===== config.mk =====
export PLATFORM = sky130hd
export DESIGN_NAME = panel_switch_scanner
export DESIGN_NICKNAME = d
export VERILOG_FILES = /design/src/rtl/panel_switch_scanner.sv
export SDC_FILE = /design/constraint.sdc
export NUM_CORES = 1
export LEC_CHECK = 0
export ABC_AREA = 0
export ABC_CLOCK_PERIOD_IN_PS = 6300
export BUFFER_PORTS_ARGS = -buffer_cell sky130_fd_sc_hd__buf_2
export CORE_MARGIN = 4
export CORE_UTILIZATION = 31
export DETAILED_ROUTE_END_ITERATION = 16
export REMOVE_ABC_BUFFERS = 1
export SYNTH_ARGS = -nofsm -noshare
export SYNTH_HDL_FRONTEND = slang
export SYNTH_SLANG_ARGS = --single-unit
export TNS_END_PERCENT = 100

===== constraint.sdc =====
create_clock -name clk -period 6.3 [get_ports clk]
set_clock_uncertainty 0.05 [all_clocks]
set_input_delay 1.26 -clock clk [delete_from_list [all_inputs] [get_ports clk]]
set_output_delay 1.26 -clock clk [all_outputs]
set_load 0.03 [all_outputs]

===== src/rtl/panel_switch_scanner.sv =====
// panel_switch_scanner
// ---------------------------------------------------------------------------
// Front-panel switch-matrix scanner. Drives one matrix row at a time
// (active-low), samples the column returns once per row slot and debounces
// each row as a whole. The results are:
//   - debounced address/data switch levels,
//   - debounced control switch levels,
//   - a one-clock press pulse per control switch.
// Everything runs in the single clk domain.
//
// Ports
//   clk        in   1   system clock
//   resetn     in   1   synchronous, active-low reset
//   sw_col     in   8   column returns, active-low (open = 1), asynchronous
//   sw_row     out  3   row drive, active-low one-hot:
//                         row0 = A7..A0, row1 = A15..A8, row2 = control
//   sw_addr    out 16   debounced address/data levels, 1 = closed
//   ctl_level  out  8   debounced control levels:
//                         RUN, STOP, STEP, EXAMINE, EXAMINE_NEXT,
//                         DEPOSIT, DEPOSIT_NEXT, RESET (bit0..bit7)
//   ctl_pulse  out  8   one-clock pulse on each debounced 0->1 of ctl_level
//   frame      out  1   one-clock pulse on the cycle after the row2 sample
//
// The row sequencer state is directly observable on sw_row, which is a
// registered one-hot decode of the state register.
// ---------------------------------------------------------------------------
module panel_switch_scanner #(
   parameter int SCAN_DIV = 4096,  // clocks per row slot, >= 4
   parameter int DEBOUNCE = 8      // identical samples before update, 2..15
) (
   input  logic        clk,
   input  logic        resetn,
   input  logic [7:0]  sw_col,
   output logic [2:0]  sw_row,
   output logic [15:0] sw_addr,
   output logic [7:0]  ctl_level,
   output logic [7:0]  ctl_pulse,
   output logic        frame
);

   localparam int               DIV_W    = $clog2(SCAN_DIV);
   localparam logic [DIV_W-1:0] DIV_LAST = DIV_W'(SCAN_DIV - 1);
   localparam logic [3:0]       DEB_N    = 4'(DEBOUNCE);

   typedef enum logic [1:0] {
      ROW_ALO = 2'd0,  // A7..A0
      ROW_AHI = 2'd1,  // A15..A8
      ROW_CTL = 2'd2   // control switches
   } row_e;

   // ------------------------------------------------------------------
   // Row sequencer
   // ------------------------------------------------------------------
   row_e             row_q, row_d;
   logic [DIV_W-1:0] div_q, div_d;
   logic [2:0]       sw_row_q, sw_row_d;
   logic             sample;
   logic [1:0]       row_idx;

   // The last clock of a slot is the sample point. The row changes on the
   // same edge that consumes the sample, so a sample never sees a row
   // that is still settling.
   assign sample  = (div_q == DIV_LAST);
   assign row_idx = row_q;

   always_ff @(posedge clk) begin
      if (!resetn) begin
         row_q    <= ROW_ALO;
         div_q    <= '0;
         sw_row_q <= 3'b110;
      end else begin
         row_q    <= row_d;
         div_q    <= div_d;
         sw_row_q <= sw_row_d;
      end
   end

   always_comb begin
      row_d = row_q;
      div_d = div_q + DIV_W'(1);
      if (sample) begin
         div_d = '0;
         case (row_q)
            ROW_ALO: row_d = ROW_AHI;
            ROW_AHI: row_d = ROW_CTL;
            default: row_d = ROW_ALO;
         endcase
      end
      case (row_d)
         ROW_ALO: sw_row_d = 3'b110;
         ROW_AHI: sw_row_d = 3'b101;
         ROW_CTL: sw_row_d = 3'b011;
         default: sw_row_d = 3'b110;
      endcase
   end

   // ------------------------------------------------------------------
   // Column synchronizer (reset to the "all open" level)
   // ------------------------------------------------------------------
   logic [7:0] sync1_q, sync2_q;
   logic [7:0] col_s;

   assign col_s = ~sync2_q;  // 1 = switch closed

   // ------------------------------------------------------------------
   // Per-row debounce
   // A change on any bit restarts the whole row's run count. The row's
   // debounced value is rewritten whenever the run reaches DEBOUNCE; once
   // saturated the rewrite stores the same value again.
   // ------------------------------------------------------------------
   logic [7:0] prev_q [3];
   logic [3:0] cnt_q  [3];
   logic [7:0] deb_q  [3];

   logic [7:0] prev_sel, deb_sel, prev_new, deb_new;
   logic [3:0] cnt_sel, cnt_new;

   always_comb begin
      prev_sel = prev_q[row_idx];
      cnt_sel  = cnt_q[row_idx];
      deb_sel  = deb_q[row_idx];
      prev_new = prev_sel;
      cnt_new  = cnt_sel;
      deb_new  = deb_sel;
      if (col_s != prev_sel) begin
         prev_new = col_s;
         cnt_new  = 4'd1;
      end else begin
         cnt_new = (cnt_sel >= DEB_N) ? DEB_N : cnt_sel + 4'd1;
         if (cnt_new == DEB_N) begin
            deb_new = col_s;
         end
      end
   end

   // ------------------------------------------------------------------
   // Datapath registers
   // ------------------------------------------------------------------
   logic [7:0] ctl_last_q;   // ctl_level one clock ago, for edge detect
   logic [7:0] ctl_pulse_q;
   logic       frame_q;

   always_ff @(posedge clk) begin
      if (!resetn) begin
         sync1_q     <= 8'hFF;
         sync2_q     <= 8'hFF;
         for (int i = 0; i < 3; i++) begin
            prev_q[i] <= '0;
            cnt_q[i]  <= '0;
            deb_q[i]  <= '0;
         end
         ctl_last_q  <= '0;
         ctl_pulse_q <= '0;
         frame_q     <= 1'b0;
      end else begin
         sync1_q <= sw_col;
         sync2_q <= sync1_q;
         if (sample) begin
            prev_q[row_idx] <= prev_new;
            cnt_q[row_idx]  <= cnt_new;
            deb_q[row_idx]  <= deb_new;
         end
         frame_q <= sample && (row_q == ROW_CTL);
         // Rising-edge detect on the registered control levels: the pulse
         // lands one clock after the level changes. Reset clears both the
         // level and its delayed copy, so a reset never produces a pulse.
         ctl_last_q  <= deb_q[2];
         ctl_pulse_q <= deb_q[2] & ~ctl_last_q;
      end
   end

   assign sw_row    = sw_row_q;
   assign sw_addr   = {deb_q[1], deb_q[0]};
   assign ctl_level = deb_q[2];
   assign ctl_pulse = ctl_pulse_q;
   assign frame     = frame_q;

endmodule


==> reports/results.txt <==
Status: finished clean
# rows: 45
Post-Place Cells: 614
Fillers: 1,469
Most common cell in the synthesized netlist: edfxtp_1
Yosys cell types: 40
Time the worst path needs with I/O delays and setup: 3.26 ns
Yosys Warn Count: 0
Total clock sinks: 122
Slew @ Worst Pin: 0.734 ns
Vias: 2,836
Sequential area share after synthesis: 64.3%
Starting Density: 32.0%
Yosys reg bits: 122
Final setup violating endpoints: 0
Yosys top cell area share: 44.0%
Number of DRC markers in iteration 0: 212
Layout Nets: 437
Synth Flop Type: edfxtp_1
LEAKAGE: 2.18 nW
Layout cells sized above 1: 22.5%
Ranking of synthesized cells by area: edfxtp_1 (44%), dfxtp_1 (20%), nor2_1 (4.2%), xnor2_1 (4.1%), mux2i_1 (3.7%)
Cells after Synth: 377
Syn_area_per_cell: 13.0 µm²
Final setup margin: 3.04 ns
FMAX: 307 MHz
FF+latch area: 3160 µm²
CP Launch Type: primary input
Hold path cells: 1
EDFF count, synth: 72
Max Transition Viols Final: 0
Vias per cell: 4.39
Gr usage total: 10.5%
Port bufs: 45
Crit end category: register
TritonCTS clock tree: done
Global route total overflow: 0
PnR Total Power: 1.92 mW
Crit Path Category: in -> reg
Drt drc: 0
Number of global-route vias before repair: 2,757
Commonest cells in the netlist: edfxtp_1 (72), nor2_1 (55), dfxtp_1 (50), xnor2_1 (23)
Antenna cells: 0
RSZ-0062 raised after global routing: false
Cells on worst reg2reg path: 7
Fin. Hold Viols: 0
Pre-antenna DRT Iters: 4
H-tree Lvls: 4
Core box area: 15,400 µm²
First-pass GRT wire length: 14.4 mm
# hold bufs at CTS: 0
P&R area growth vs syn: 19.5%
Post-Route WL: 8.98 mm
Syn Std Cell Area: 4920 µm²
Initial antenna violation count: 1
I/O pin cnt: 46
CP Max Fanout: 43
Largest net degree at the start of global routing: 44
Fin crit share: 51.8%
Finished Layout Cells: 646
CTS root buffer: clkbuf_16
Rel. slew slack: 51.0%
Critical path arrival: 3.28 ns
HPWL Detailed: 5.75 mm
Peak supply drop: 237 µV
CP required: 6.32 ns
Die ar.: 17,900 µm²
Antenna Nets Post-Route: 0
Worst Hold Class: reg -> reg
Clk_lat worst skew: 0.40 ns
Die H: 134 µm
Clk slew on worst S/H paths: 0.05 ns
Setup TNS: 0 ns
PwrDens: 327 nW/µm²
Place WS: 2.59 ns
Post-CTS Setup Repair Bufs: 0
Routability cong.: 0.741
Die W: 134 µm
Async S/R FF share, synth: 0%
Largest area contributor in the netlist: edfxtp_1
Max Cap Violations: 0
Post-CTS Resized: 0
Number of buffers created by CTS: 17
Multi-input logic area: 1560 µm²
WL per Instance: 13.9 µm
Clk buf depth: 2
==> layer usage <==
layer  wire length [µm]  track usage (%)  part of all wire, %
met1               4070             13.3                   45
met2               4210             16.0                   47
met3                552             3.98                  6.1
met4                138             4.46                  1.5
met5                 13                0                 0.14
==> placed cells by master, fill, tap and decap left out, types with 3 or more instances in the layout <==
cell type  Yosys  layout
nor3_1         7       7
buf_2          5      45
mux2i_1       18      18
a21oi_1        4       4
nand2_1       14      14
ha_1           5       5
nand3_4        4       4
nor2_1        55      55
nor2b_1       10      10
or3_1          6       6
nor3_4         3       3
nand3_1        4       4
and2_1        15      15
clkinv_2       0       4
edfxtp_1      72      72
xnor2_1       23      23
a211oi_1       3       3
nand4_1        5       5
clkbuf_16      0      18
nand2b_1      18      18
dfxtp_1       50      50
inv_1         16      16
==> metrics by stage <==
stage               util (%)  hold WS [ns]  cell area (µm²)
finish                  38.2         0.329             5880
global route            38.2         0.337             5880
CTS                     38.2         0.329             5880
detailed placement      34.4         0.321             5290
global placement        34.4         0.322             5290
floorplan                  -         0.317             4780
==> path summary, 6_finish.rpt <==
path | end | slack [ns] | from
setup reg to reg | deb_q[0][5]$_SDFFCE_PN0P_ | 3.19 | row_idx[0]$_SDFF_PN0_
hold / removal | ctl_pulse[0]$_SDFF_PN0_ | 0.33 | ctl_last_q[0]$_SDFF_PN0_
setup / recovery | deb_q[2][5]$_SDFFCE_PN0P_ | 3.04 | resetn
hold reg to reg | ctl_pulse[0]$_SDFF_PN0_ | 0.33 | ctl_last_q[0]$_SDFF_PN0_
==> registers in the layout, indices dropped and copies added (netlist names) <==
register and cells:
ctl_pulse 8, div_q 12, sync2_q 8, sync1_q 8, sw_row 3, frame 1, row_idx 2, cnt_q 16
deb_q 24, prev_q 32, ctl_last_q 8
==> cell families (layout without fill, tap and decap cells) <==
kind of cell | after synthesis | after routing | synth area share (%)
XOR/XNOR | 25 | 25 | 4.45
AO/OA/AOI/OAI | 13 | 13 | 1.99
AND/OR/NAND/NOR | 151 | 151 | 17.8
flip-flops | 122 | 122 | 64.3
multiplexers | 24 | 24 | 6.26
adder cells (fa/ha/maj) | 5 | 5 | 1.27
buffers and inverters | 37 | 95 | 3.92
==> report_power, final <==
| group | switching, mW | internal [mW] |
|---|---|---|
| Sequential | 0.0167 | 0.870 |
| Clock | 0.335 | 0.614 |
| Combinational | 0.0577 | 0.0269 |
| Total | 0.410 | 1.51 |
==> final cells by class <==
type / instances / area share, %
clock buffer: 21 / 8.03
clock inverter: 11 / 2.00
inverter: 16 / 1.02
multi-input combinational: 218 / 26.5
sequential: 122 / 53.8
tap: 211 / 4.49
timing repair buffer: 47 / 4.09
==> worst max-delay path, stage by stage <==
cell and delay [ns]:
buf_2 0.56, nand2_1 0.13, or3_1 0.57, nor3_4 0.28
nand3_4 0.14, nand2_1 0.32
Power figures use the tool's default switching activity.
